**config.mk**
```make
export PLATFORM = sky130hd
export DESIGN_NAME = number_select
export DESIGN_NICKNAME = d
export VERILOG_FILES = /design/src/rtl/number_select.sv
export SDC_FILE = /design/constraint.sdc
export NUM_CORES = 1
export LEC_CHECK = 0
export CORE_MARGIN = 2
export CORE_UTILIZATION = 55
export DETAILED_ROUTE_END_ITERATION = 8
export PLACE_DENSITY = 0.9
export SYNTH_ARGS = -nofsm -noshare
export SYNTH_HDL_FRONTEND = slang
export SYNTH_SLANG_ARGS = --single-unit
```
**constraint.sdc**
```tcl
create_clock -name clk -period 2.6 [get_ports clk]
set_clock_uncertainty 0.05 [all_clocks]
set_input_delay 0.52 -clock clk [delete_from_list [all_inputs] [get_ports clk]]
set_output_delay 0.52 -clock clk [all_outputs]
set_load 0.1 [all_outputs]
```
**src/rtl/number_select.sv**
```systemverilog
// Two-button value selector: synchronised, debounced buttons step a working
// value within [MIN_VAL, MAX_VAL] and commit it to a registered output.
module number_select #(
  parameter int WIDTH    = 4,
  parameter int STEP     = 2,
  parameter int MIN_VAL  = 0,
  parameter int MAX_VAL  = 14,
  parameter int WRAP     = 0,
  parameter int DEBOUNCE = 16
) (
  input  logic             clk,
  input  logic             rst_n,
  input  logic             sel_en,
  input  logic             dir_up,
  input  logic [1:0]       btn,
  output logic [WIDTH-1:0] working,
  output logic [WIDTH-1:0] value,
  output logic             commit_pulse,
  output logic             dirty
);

  localparam int CW = (DEBOUNCE > 1) ? $clog2(DEBOUNCE) : 1;
  localparam logic [CW-1:0]    CNT_LAST   = CW'(DEBOUNCE - 1);
  localparam logic [WIDTH:0]   UP_LIMIT   = (WIDTH+1)'(MAX_VAL - STEP);
  localparam logic [WIDTH:0]   DOWN_LIMIT = (WIDTH+1)'(MIN_VAL + STEP);
  localparam logic [WIDTH-1:0] MIN_W      = WIDTH'(MIN_VAL);
  localparam logic [WIDTH-1:0] MAX_W      = WIDTH'(MAX_VAL);
  localparam logic [WIDTH-1:0] STEP_W     = WIDTH'(STEP);

  logic [1:0]          s1_q, s2_q;
  logic [1:0]          db_q, db_d;
  logic [1:0][CW-1:0]  cnt_q, cnt_d;
  logic [1:0]          press;
  logic                step_ev, commit_ev;
  logic [WIDTH:0]      w_ext;
  logic [WIDTH-1:0]    stepped;
  logic [WIDTH-1:0]    working_q, working_d;
  logic [WIDTH-1:0]    value_q, value_d;
  logic                commit_pulse_q, commit_pulse_d;
  logic                dirty_q, dirty_d;

  // Debounce: db follows s2 only after it has differed for DEBOUNCE cycles.
  always_comb begin
    for (int i = 0; i < 2; i++) begin
      db_d[i]  = db_q[i];
      cnt_d[i] = '0;
      if (s2_q[i] != db_q[i]) begin
        if (cnt_q[i] == CNT_LAST) db_d[i] = s2_q[i];
        else                      cnt_d[i] = cnt_q[i] + CW'(1);
      end
    end
    press = db_d & ~db_q;
  end

  always_comb begin
    step_ev   = press[0] & sel_en;
    commit_ev = press[1] & sel_en;
    w_ext     = {1'b0, working_q};
    if (dir_up) begin
      stepped = (w_ext > UP_LIMIT) ? ((WRAP != 0) ? MIN_W : MAX_W)
                                   : working_q + STEP_W;
    end else begin
      stepped = (w_ext < DOWN_LIMIT) ? ((WRAP != 0) ? MAX_W : MIN_W)
                                     : working_q - STEP_W;
    end
    working_d      = step_ev ? stepped : working_q;
    value_d        = commit_ev ? working_q : value_q;
    commit_pulse_d = commit_ev;
    dirty_d        = (working_q != value_q);
  end

  always_ff @(posedge clk or negedge rst_n) begin
    if (!rst_n) begin
      s1_q           <= '0;
      s2_q           <= '0;
      db_q           <= '0;
      cnt_q          <= '0;
      working_q      <= MIN_W;
      value_q        <= MIN_W;
      commit_pulse_q <= 1'b0;
      dirty_q        <= 1'b0;
    end else begin
      s1_q           <= btn;
      s2_q           <= s1_q;
      db_q           <= db_d;
      cnt_q          <= cnt_d;
      working_q      <= working_d;
      value_q        <= value_d;
      commit_pulse_q <= commit_pulse_d;
      dirty_q        <= dirty_d;
    end
  end

  assign working      = working_q;
  assign value        = value_q;
  assign commit_pulse = commit_pulse_q;
  assign dirty        = dirty_q;

endmodule
```
Word level (Yosys, flattened, before mapping)
Cells that the tools add are included.
{"block": "word_totals", "regBits": 24, "input_bits": 6, "out_inout_bits": 10, "elab_cells": 35}
{"block": "classes", "addsub": 4, "order_cmp": 2, "eq_ne": 5, "mux": 11, "bitwise": 4}
{"op": "4-bit 2-to-1 mux", "n": 7}
{"op": "4-bit by 1-bit adder with 4-bit output, second input constant", "n": 2}
{"op": "4-bit equality test, second input constant", "n": 2}
{"op": "4-bit by 2-bit adder with 4-bit output, second input constant", "n": 1}
{"op": "4-bit greater-than comparator, second input constant", "n": 1}
{"op": "4-bit by 2-bit less-than comparator with 1-bit output, second input constant", "n": 1}
{"op": "1-bit 2-to-1 mux", "n": 4}
{"op": "4-bit inequality test", "n": 1}
{"op": "4-bit by 2-bit subtractor with 4-bit output, second input constant", "n": 1}
{"op": "1-bit AND", "n": 2}
{"op": "2-bit AND", "n": 1}
{"op": "1-bit inequality test", "n": 2}
{"op": "2-bit NOT", "n": 1}

Logic depth before layout (Yosys ltp)
Gate-level depths: netlist of the first run.
{"block": "depth", "depth_word": 5, "mapped_depth": 7, "mapped_depth_nobuf": 6}

Worst setup path after synthesis of the first run
Ideal clock, no wire load.
{"block": "synth_timing", "path_kind": "flip-flop to flip-flop", "start": "register working_q[2], in the netlist working[2]", "end": "register working_q[2], in the netlist working[2]", "setup_ps": 130, "t_arrival_ps": 1810, "required_ps": 2420, "slack_ps": 611, "path_stages_with_launch": 7, "path_cell_list": "dfrtp_1 buf_4 inv_1 ha_1 inv_1 nor3b_2 a211oi_2"}
{"block": "synth_between", "elab_chain_cells": 3, "word_cells_on_any_way": 7}
{"item": "start, declared", "line_no": "37", "source": "logic [WIDTH-1:0] working_q, working_d;"}
{"item": "start signal, assigned", "line_no": "87", "source": "working_q <= working_d;"}
{"item": "4-bit by 2-bit subtractor with 4-bit output (tied with other cells)", "line_no": "64", "source": ": working_q - STEP_W;"}
{"item": "4-bit 2-to-1 mux (on tied branches)", "line_no": "63, 60"}
{"item": "4-bit 2-to-1 mux (*)", "line_no": "59", "source": "if (dir_up) begin"}
Mark *: on every way between the ends. The rest lies on a longest branch, timed or not.
A chain may end at the register's enable or synchronous reset.

Worst setup path in the final report of the first run
{"block": "layout_timing", "start": "register working_q[2], in the netlist working[2]", "end": "output port working[2]"}
{"item": "end, declared", "line_no": "16", "source": "output logic [WIDTH-1:0] working,"}
No word-level cell between the ends.

==> summary.md, run 1 <==
| Metric | Value |
|---|---|
| Die Ht | `47.7 um` |
| Setup CP Type | `flop to output pin` |
| Final period utilization | `68.6%` |
| Distinct cells, synth | `33` |
| Hold_buf cts | `0` |
| EDFF count, synth | `0` |
| LEAKAGE | `0.541 nW` |
| WL final | `1.56 mm` |
| Worst VDD drop | `0.398 mV` |
| Min cycle time layout | `1780 ps` |
| First-pass GRT wire length | `2.70 mm` |
| Clock share of power | `30.5%` |
| Core footprint | `1760 sq um` |
| Top-area cell type share of the netlist area | `52.4%` |
| Sw frac | `23.0%` |
| Rows | `15` |
| Total GRT Usage | `17.8%` |
| Max Clk Rate | `560 MHz` |
| Clk pin slew, worst setup/hold paths | `120 ps` |
| Gate Count Post-Synth | `88` |
| Setup TNS | `0 ps` |
| Stages on worst setup path | `1` |
| Io pins | `16` |
| WHS Path Cells | `0` |
| Ranking of synthesized cells by area | `dfrtp_1 (52%), xnor2_1 (5.8%), ha_1 (4.8%)` |
| Post-synth top flop | `dfrtp_1` |
| Clock Sinks | `22` |
| # diodes | `0` |
| Worst path top cell family by delay | `flip-flops` |
| FF+latch count, synth | `22` |
| WP data required | `2030 ps` |
| Yosys Warn Count | `0` |
| Power Total | `0.594 mW` |
| Status | `complete, no violations` |
| Slowest CP cell | `dfrtp_1` |
| NetSw | `0.137 mW` |
| Wirelength per Cell | `12.3 um` |
| Max Slew Vio Count | `0` |
| Die Span X | `47.7 um` |
| Sequential share of the synthesized area | `52.4%` |
| Die ar. | `2280 sq um` |
| Grt ovf | `0` |
| Internal power | `0.457 mW` |
| Input/output buffers | `13` |
| Crit-path cells | `buf_4` |
| RSZ-0062 raised after global routing | `no` |
| Sequential share of power | `61.0%` |
| Final-stage net count | `113` |
| RD Place Congestion | `0.678` |
| Post_cts resized | `0` |
| Mapped cell area | `1050 sq um` |
| Worst setup EP type | `output pin` |
| Root Buffer | `clkbuf_4` |
| Largest net degree at the start of global routing | `23` |
| Pre-antenna DRT Iters | `4` |
| Clock Path Buffers | `2` |
| Clock Latency Late Sink | `300 ps` |
| Asr flop ratio synth | `100%` |
| Post-CTS setup buffers | `0` |
| Initial antenna violation count | `0` |
| Critical Path Source Type | `flop` |
| Final setup violation count | `0` |
| CTS tree | `done` |
| HP Class | `flop to flop` |
| Initial DRC Count | `9` |
| CTS Buf Count | `3` |
| Area Growth Syn to Fin | `15.0%` |
| Vias in the first global route | `623` |
| Starting Density | `59.6%` |
| Vias | `653` |
| H-tree depth | `1` |
| Combinational fraction of design power | `8.5%` |
| Critical Path Fanout Max | `10` |
| DR DRC count | `0` |
| Post-DRT Antenna Nets | `0` |
| Crit path DAT | `1210 ps` |
| Post-DR vias/cell | `5.14` |
| Crit path largest cell delay | `550 ps` |
| Pwr dens | `491 nW/um^2` |
| Count of final hold-check violations | `0` |
| Layout cells sized above 1 | `23.5%` |
| Reg2Reg Depth | `5` |
| CP Buf/Inv Count | `1` |
| Syn avg cell area | `11.9 sq um` |
| Synth area leader | `dfrtp_1` |
| Max-Cap Viols | `0` |
power by group through the flow:
| stage | Combinational (mW) | Clock (mW) | Sequential [mW] |
|---|---|---|---|
| final | 0.0505 | 0.181 | 0.362 |
| after global routing | 0.0577 | 0.200 | 0.364 |
| after CTS | 0.0514 | 0.192 | 0.362 |
| after detailed placement | 0.0511 | 0 | 0.369 |
| after global placement | 0.0501 | 0 | 0.368 |
| after floorplan | 0.0348 | 0 | 0.367 |
logic make-up (layout without fill, tap and decap cells):
logic type / Yosys count / in the layout / share of synthesized area, %
other cells: 1 / 2 / 0.357
xor+xnor: 7 / 7 / 5.83
mux: 5 / 5 / 6.43
flops: 22 / 22 / 52.4
simple gates: 20 / 20 / 13.3
compound gates: 18 / 18 / 11.8
buf+inv: 11 / 24 / 5.12
fa+ha+maj: 4 / 4 / 4.76
Yosys cell counts, types with 2 or more instances:
master   count
a21oi_1      4
o21ai_0      4
inv_1        6
mux2_2       2
nand3_1      2
mux2_4       3
nand2_1      2
nor2b_1      3
a31oi_1      2
dfrtp_1     22
xnor2_1      7
nor2_1       4
ha_1         4
buf_4        3
and3_4       2
path summary, 6_finish.rpt:
path,startpoint,end,slack [ps]
max,working[2]$_DFFE_PN0P_,working[2],820
min,s1_q[0]$_DFF_PN0_,s2_q[0]$_DFF_PN0_,310
max reg2reg,cnt_q[0]$_DFF_PN0_,working[2]$_DFFE_PN0P_,1020
min reg2reg,s1_q[0]$_DFF_PN0_,s2_q[0]$_DFF_PN0_,310
max in group asynchronous,rst_n,cnt_q[0]$_DFF_PN0_,1790
min in group asynchronous,rst_n,db_q[1]$_DFF_PN0_,490
layout by cell type (no fill, tap or decap), drive strengths merged, types with 4 or more instances in the layout:
cell / instances
clkdlybuf4s50: 5
dfrtp: 22
a21oi: 4
nor2: 4
xnor2: 7
inv: 6
o21ai: 4
clkbuf: 4
buf: 9
mux2: 5
ha: 4
stage by stage:
| stage | setup slack, ps | utilization, % | std cells | hold WS [ps] | instance area (sq um) |
|---|---|---|---|---|---|
| after detailed placement | 676 | 66.5 | 123 | 286 | 1170 |
| after floorplan | 611 | - | 89 | 174 | 1050 |
| after CTS | 809 | 68.5 | 127 | 314 | 1210 |
| after global routing | 746 | 68.5 | 127 | 316 | 1210 |
| final | 816 | 68.5 | 127 | 310 | 1210 |
| after global placement | 720 | 66.5 | 123 | 286 | 1170 |
registers in the layout (all words and copies together), names as in the netlist:
signal / cells
cnt_q: 8
value: 3
working: 3
db_q: 2
s1_q: 2
s2_q: 2
commit_pulse: 1
dirty: 1
per-layer routing:
| metal | GRT usage [%] | routed length [um] |
|---|---|---|
| met5 | 0 | 0 |
| met4 | 13.0 | 19 |
| met3 | 2.26 | 53 |
| met2 | 27.2 | 769 |
| met1 | 23.3 | 721 |
final cells by class:
class                   count  area (sq um)
fillers                   148           556
well taps                  25          31.3
flip-flops and latches     22           551
multi-input cells          56           450
inverters                   6          22.5
clock buffers               4          36.3
repair buffers             14           118
Power figures use the tool's default switching activity.
==> run 2: changes to the inputs <==
--- a/config.mk
+++ b/config.mk
@@ -6,9 +6,9 @@
 export NUM_CORES = 1
 export LEC_CHECK = 0
 export CORE_MARGIN = 2
-export CORE_UTILIZATION = 55
+export CORE_UTILIZATION = 52
 export DETAILED_ROUTE_END_ITERATION = 8
-export PLACE_DENSITY = 0.9
+export PLACE_DENSITY = 0.86
 export SYNTH_ARGS = -nofsm -noshare
 export SYNTH_HDL_FRONTEND = slang
 export SYNTH_SLANG_ARGS = --single-unit
==> constraint.sdc (replaced) <==
create_clock -name clk -period 1.75 [get_ports clk]
set_clock_uncertainty 0.05 [all_clocks]
set_input_delay 0.35 -clock clk [delete_from_list [all_inputs] [get_ports clk]]
set_output_delay 0.35 -clock clk [all_outputs]
set_load 0.1 [all_outputs]
==> summary.md, run 2 (same netlist as run 1, synthesis figures left out) <==
| Metric | Value |
|---|---|
| Dpl cells | `127 (+3.3%)` |
| Worst VDD drop | `0.716 mV (+80%)` |
| Clock Path Buffers | `2 (unchanged)` |
| Worst setup EP type | `flop` |
| RD Place Congestion | `0.772 (+14%)` |
| Commonest non-fill, non-tap cell in the layout | `dfrtp_1` |
| Post-DR vias/cell | `5.35 (+4.1%)` |
| Critical Path Source Type | `flop` |
| First-pass GRT wire length | `3.31 mm (+23%)` |
| H-tree depth | `1 (unchanged)` |
| Pre-CTS setup slack | `99.0 ps (-577 ps)` |
| DR DRC count | `0 (unchanged)` |
| RSZ-0062 raised after global routing | `no` |
| Status | `complete, no violations` |
| Final Non-Filler Cells | `131 (+3.1%)` |
| Pwr dens | `674 nW/um^2 (+37%)` |
| # diodes | `0 (unchanged)` |
| Max Clk Rate | `616 MHz` |
| Final period utilization | `92.8%` |
| Post-DRT Antenna Nets | `0 (unchanged)` |
| Pre-antenna DRT Iters | `4 (unchanged)` |
| Vias | `701 (+7.4%)` |
| Max Slew Vio Count | `0 (unchanged)` |
| Crit path DAT | `1800 ps (+590 ps)` |
| Die ar. | `2400 sq um (+5.3%)` |
| WL final | `1.94 mm (+24%)` |
| Wirelength per Cell | `14.8 um (+20%)` |
| Post-CTS setup buffers | `0 (unchanged)` |
| Min cycle time layout | `1620 ps` |
| Vias in the first global route | `736 (+18%)` |
| Total GRT Usage | `18.3% (+0.49 points)` |
| Layout cells sized above 1 | `27.9% (+4.4 points)` |
| Largest net degree at the start of global routing | `23 (unchanged)` |
| Area after DPL | `1290 sq um (+10%)` |
| Die Ht | `49.0 um (+2.6%)` |
| Root Buffer | `clkbuf_4` |
| Final setup violation count | `0 (unchanged)` |
| Max reg flops | `8 (unchanged)` |
| Core footprint | `1940 sq um (+10%)` |
| Area Growth Syn to Fin | `26.5%` |
| Post-DP HPWL | `1.47 mm` |
| Initial antenna violation count | `0 (unchanged)` |
| Initial DRC Count | `21 (+12)` |
| Fillers | `134 (-9.5%)` |
| Post_cts resized | `0 (unchanged)` |
| Critical Path Fanout Max | `5 (-5)` |
| Fin area | `1330 sq um (+10%)` |
| Die Span X | `49.0 um (+2.6%)` |
| Input/output buffers | `13 (unchanged)` |
| LEAKAGE | `0.576 nW (+6.5%)` |
| Clock Latency Late Sink | `310 ps (about the same)` |
| Grt ovf | `0 (unchanged)` |
| HP Class | `flop to flop` |
| Setup CP Type | `flop to flop` |
| Final-stage net count | `115 (+1.8%)` |
| Hold_buf cts | `0 (unchanged)` |
| CTS Buf Count | `3 (unchanged)` |
| Starting Density | `54.1% (-5.5 points)` |
| Commonest non-fill, non-tap cells in the layout | `dfrtp_1 (19), buf_12 (8), xnor2_1 (7)` |
| Max-Cap Viols | `0 (unchanged)` |
| WP data required | `1930 ps (-100 ps)` |
| Clk pin slew, worst setup/hold paths | `120 ps (about the same)` |
| Io pins | `16 (unchanged)` |
| CTS tree | `done` |
| Clock Sinks | `22 (unchanged)` |
| Most flop-heavy register | `cnt_q` |
| Setup TNS | `0 ps (unchanged)` |
| Count of final hold-check violations | `0 (unchanged)` |
| Setup WS post-layout | `126 ps (-690 ps)` |
| Rows | `16 (+1)` |
## run 2: cell types whose count changed in the layout (fill, tap and decap cells not counted)
cell	change
buf_4	-6
dfrtp_2	+3
dfrtp_1	-3
buf_12	+8
## run 2: final timing paths
check                                    endpoint  slack, ps  depth (start not counted)                from
max                        working[2]$_DFFE_PN0P_        130                          5  cnt_q[0]$_DFF_PN0_
min                             s2_q[1]$_DFF_PN0_        320                          0   s1_q[1]$_DFF_PN0_
max reg2reg                working[2]$_DFFE_PN0P_        130                          5  cnt_q[0]$_DFF_PN0_
min reg2reg                     s2_q[1]$_DFF_PN0_        320                          0   s1_q[1]$_DFF_PN0_
max in group asynchronous  working[3]$_DFFE_PN0P_       1080                          2               rst_n
min in group asynchronous         dirty$_DFF_PN0_        340                          2               rst_n
## run 2: through the flow
stage	hold WS, ps	util [%]	total power [mW]
2_1_floorplan	4.41	-	0.597
3_3_place_gp	285	66.6	0.625
3_5_place_dp	286	66.6	0.631
4_1_cts	324	68.5	0.904
5_1_grt	331	68.5	0.926
6_report	320	68.5	0.897
## run 2: worst max-delay path: stages (launching register included)
cell	delay, ps
dfrtp_1	440
ha_1	260
and3_4	220
a41o_1	230
o2bb2ai_1	130
a211oi_2	220
## run 2: report_power, final
part | leakage [nW] | internal (mW) | switching, mW
Sequential | 0.279 | 0.524 | 0.0154
Clock | 0.0210 | 0.127 | 0.149
Combinational | 0.276 | 0.0314 | 0.0498
Total | 0.576 | 0.682 | 0.214
## run 2: layout make-up
cell class                      count  area, sq um  share of cell area, %
Clock buffer                        4         36.3                   2.73
Inverter                            6         22.5                   1.69
Multi-Input combinational cell     56          450                   33.9
Sequential cell                    22          554                   41.7
Tap cell                           27         33.8                   2.54
Timing Repair Buffer               16          233                   17.5
## run 2: layer usage
layer | track usage (%) | part of all wire (%) | up-vias
met2 | 30.6 | 52 | 21
met1 | 21.2 | 41 | 337
li1 | - | - | 336
met4 | 12.4 | 2.9 | 0
met3 | 3.68 | 3.8 | 7
met5 | 0 | 0 | -
==> run 3: changes to the inputs <==
--- a/config.mk
+++ b/config.mk
@@ -8,6 +8,7 @@
 export CORE_MARGIN = 2
 export CORE_UTILIZATION = 52
 export DETAILED_ROUTE_END_ITERATION = 8
+export GPL_TIMING_DRIVEN = 0
 export PLACE_DENSITY = 0.86
 export SYNTH_ARGS = -nofsm -noshare
 export SYNTH_HDL_FRONTEND = slang
==> summary.md, run 3 (same netlist as run 1, synthesis figures left out) <==
| Metric | Value |
|---|---|
| Commonest non-fill, non-tap cells in the layout | `dfrtp_1 (19), xnor2_1 (7), clkdlybuf4s15_2 (7)` |
| Largest net degree at the start of global routing | `23 (unchanged)` |
| H-tree depth | `1 (unchanged)` |
| Initial antenna violation count | `0 (unchanged)` |
| Slew @ Worst Pin | `923 ps` |
| CTS tree | `done` |
| Io pins | `16 (unchanged)` |
| Sw frac | `21.3% (-2.6 points)` |
| Crit-path cells | `clkdlybuf4s15_2` |
| Min cycle time layout | `1700 ps (+71.3 ps)` |
| Grt ovf | `0 (unchanged)` |
| Dpl cells | `128 (+0.79%)` |
| Critical Path Fanout Max | `3 (-2)` |
| Vias | `692 (-1.3%)` |
| Final Non-Filler Cells | `132 (+0.76%)` |
| Max-Cap Viols | `0 (unchanged)` |
| Met3 GRT Util | `3.68% (unchanged)` |
| Worst path top cell family by delay | `buffers and inverters` |
| Post-DRT Antenna Nets | `0 (unchanged)` |
| Status | `complete, no violations` |
| Pwr dens | `785 nW/um^2 (+16%)` |
| DR DRC count | `0 (unchanged)` |
| Crit path largest cell delay | `580 ps (+140 ps)` |
| Count of final hold-check violations | `0 (unchanged)` |
| Die Span X | `49.0 um (unchanged)` |
| RD Place Congestion | `0.753 (-2.5%)` |
| Vias in the first global route | `726 (-1.4%)` |
| Combinational fraction of design power | `7.6% (-1.5 points)` |
| NetSw | `0.212 mW (-0.79%)` |
| Worst VDD drop | `0.610 mV (-15%)` |
| Clk pin slew, worst setup/hold paths | `120 ps (about the same)` |
| WP data required | `1350 ps (-580 ps)` |
| Starting Density | `54.1% (unchanged)` |
| Post-CTS setup buffers | `0 (unchanged)` |
| Max transition margin | `38.3%` |
| Max Clk Rate | `590 MHz (-4.2%)` |
| Post-DR vias/cell | `5.24 (-2.0%)` |
| Final-stage net count | `116 (+0.87%)` |
| Core footprint | `1940 sq um (unchanged)` |
| CP Buf/Inv Count | `1 (+1)` |
| Root Buffer | `clkbuf_4` |
| Final setup violation count | `0 (unchanged)` |
| Max Slew Vio Count | `0 (unchanged)` |
| CTS Buf Count | `3 (unchanged)` |
| Wirelength per Cell | `13.4 um (-9.6%)` |
| Layout cells sized above 1 | `28.6% (+0.69 points)` |
| Slowest CP cell | `clkdlybuf4s15_2` |
| Commonest non-fill, non-tap cell in the layout | `dfrtp_1` |
| Die ar. | `2400 sq um (unchanged)` |
| Hold_buf cts | `0 (unchanged)` |
| Met1 Use GR | `21.9% (+0.68 points)` |
| Max reg flops | `8 (unchanged)` |
| Setup CP Type | `flop to output pin` |
| Fin area | `1270 sq um (-4.6%)` |
| Initial DRC Count | `2 (-90%)` |
| Area after DPL | `1210 sq um (-6.3%)` |
| Final period utilization | `96.9% (+4.1 points)` |
| WL final | `1.77 mm (-9.0%)` |
| Power Total | `0.996 mW (+11%)` |
| HP Class | `flop to flop` |
| Clock Latency Late Sink | `300 ps (about the same)` |
| Pre-antenna DRT Iters | `4 (unchanged)` |
| Worst setup EP type | `output pin` |
| GRT met2 Usage | `30.8% (+0.23 points)` |
| RSZ-0062 raised after global routing | `no` |
| Most flop-heavy register | `cnt_q` |
| Crit path DAT | `1300 ps (-500 ps)` |
| Input/output buffers | `12 (-1)` |
| Post-DP HPWL | `1.31 mm (-11%)` |
| Worst hold slack | `312 ps (-7.84 ps)` |
| LEAKAGE | `0.548 nW (-4.9%)` |
| # diodes | `0 (unchanged)` |
| Fillers | `152 (+13%)` |
| Most used routing layer | `met2` |
| Clock Path Buffers | `2 (unchanged)` |
| Critical Path Source Type | `flop` |
| Sequential share of power | `54.0% (-6.2 points)` |
| Internal power | `0.784 mW (+15%)` |
| First-pass GRT wire length | `3.27 mm (-1.1%)` |
| Clock Sinks | `22 (unchanged)` |
| Rows | `16 (unchanged)` |
| Clock share of power | `38.3% (+7.5 points)` |
| Area Growth Syn to Fin | `20.7%` |
| Die Ht | `49.0 um (unchanged)` |
| Total GRT Usage | `18.0% (-0.30 points)` |
==> run 3: stage by stage <==
| step | utilization [%] | setup TNS [ps] | worst slack (ps) |
|---|---|---|---|
| 2_1_floorplan | - | 0 | 57.9 |
| 3_3_place_gp | 62.4 | -1110 | -232 |
| 3_5_place_dp | 62.4 | -1210 | -233 |
| 4_1_cts | 65.6 | 0 | 10.3 |
| 5_1_grt | 65.3 | 0 | 4.96 |
| 6_report | 65.3 | 0 | 54.3 |
==> run 3: final timing paths <==
check                                     start                endpoint  slack, ps  depth (start not counted)
max                        value[2]$_DFFE_PN0P_                value[2]         50                          1
min                           s1_q[0]$_DFF_PN0_       s2_q[0]$_DFF_PN0_        310                          0
max reg2reg                  cnt_q[4]$_DFF_PN0_    value[1]$_DFFE_PN0P_        140                          4
min reg2reg                   s1_q[0]$_DFF_PN0_       s2_q[0]$_DFF_PN0_        310                          0
max in group asynchronous                 rst_n  working[2]$_DFFE_PN0P_        530                          1
min in group asynchronous                 rst_n      cnt_q[5]$_DFF_PN0_        490                          1
==> run 3: final cells by class <==
| cell class | instances | area, sq um | share of cell area, % |
|---|---|---|---|
| Sequential cell | 22 | 554 | 43.7 |
| Clock buffer | 3 | 22.5 | 1.78 |
| Multi-Input combinational cell | 56 | 450 | 35.5 |
| Inverter | 6 | 22.5 | 1.78 |
| Timing Repair Buffer | 12 | 124 | 9.76 |
| Tap cell | 27 | 33.8 | 2.66 |
| Clock inverter | 1 | 30.0 | 2.37 |
| Buffer | 5 | 31.3 | 2.47 |
==> run 3: timing repair <==
| item | CTS | global route |
|---|---|---|
| pin swaps | 0 | 0 |
| endpoints found under the setup margin | 8 | 1 |
| resized for setup | 25 | 1 |
==> run 3: metal layers <==
layer,wire length [um],vias to the layer above
met5,0,-
met4,32,0
met3,54,4
met2,910,10
met1,770,343
li1,-,335
==> run 3: power groups by stage <==
| stage | Combinational, mW | Clock (mW) | Sequential (mW) |
|---|---|---|---|
| after floorplan | 0.0517 | 0 | 0.545 |
| after global placement | 0.0745 | 0 | 0.546 |
| after detailed placement | 0.0761 | 0 | 0.549 |
| after CTS | 0.0766 | 0.393 | 0.539 |
| after global routing | 0.0862 | 0.417 | 0.542 |
| final | 0.0760 | 0.382 | 0.538 |
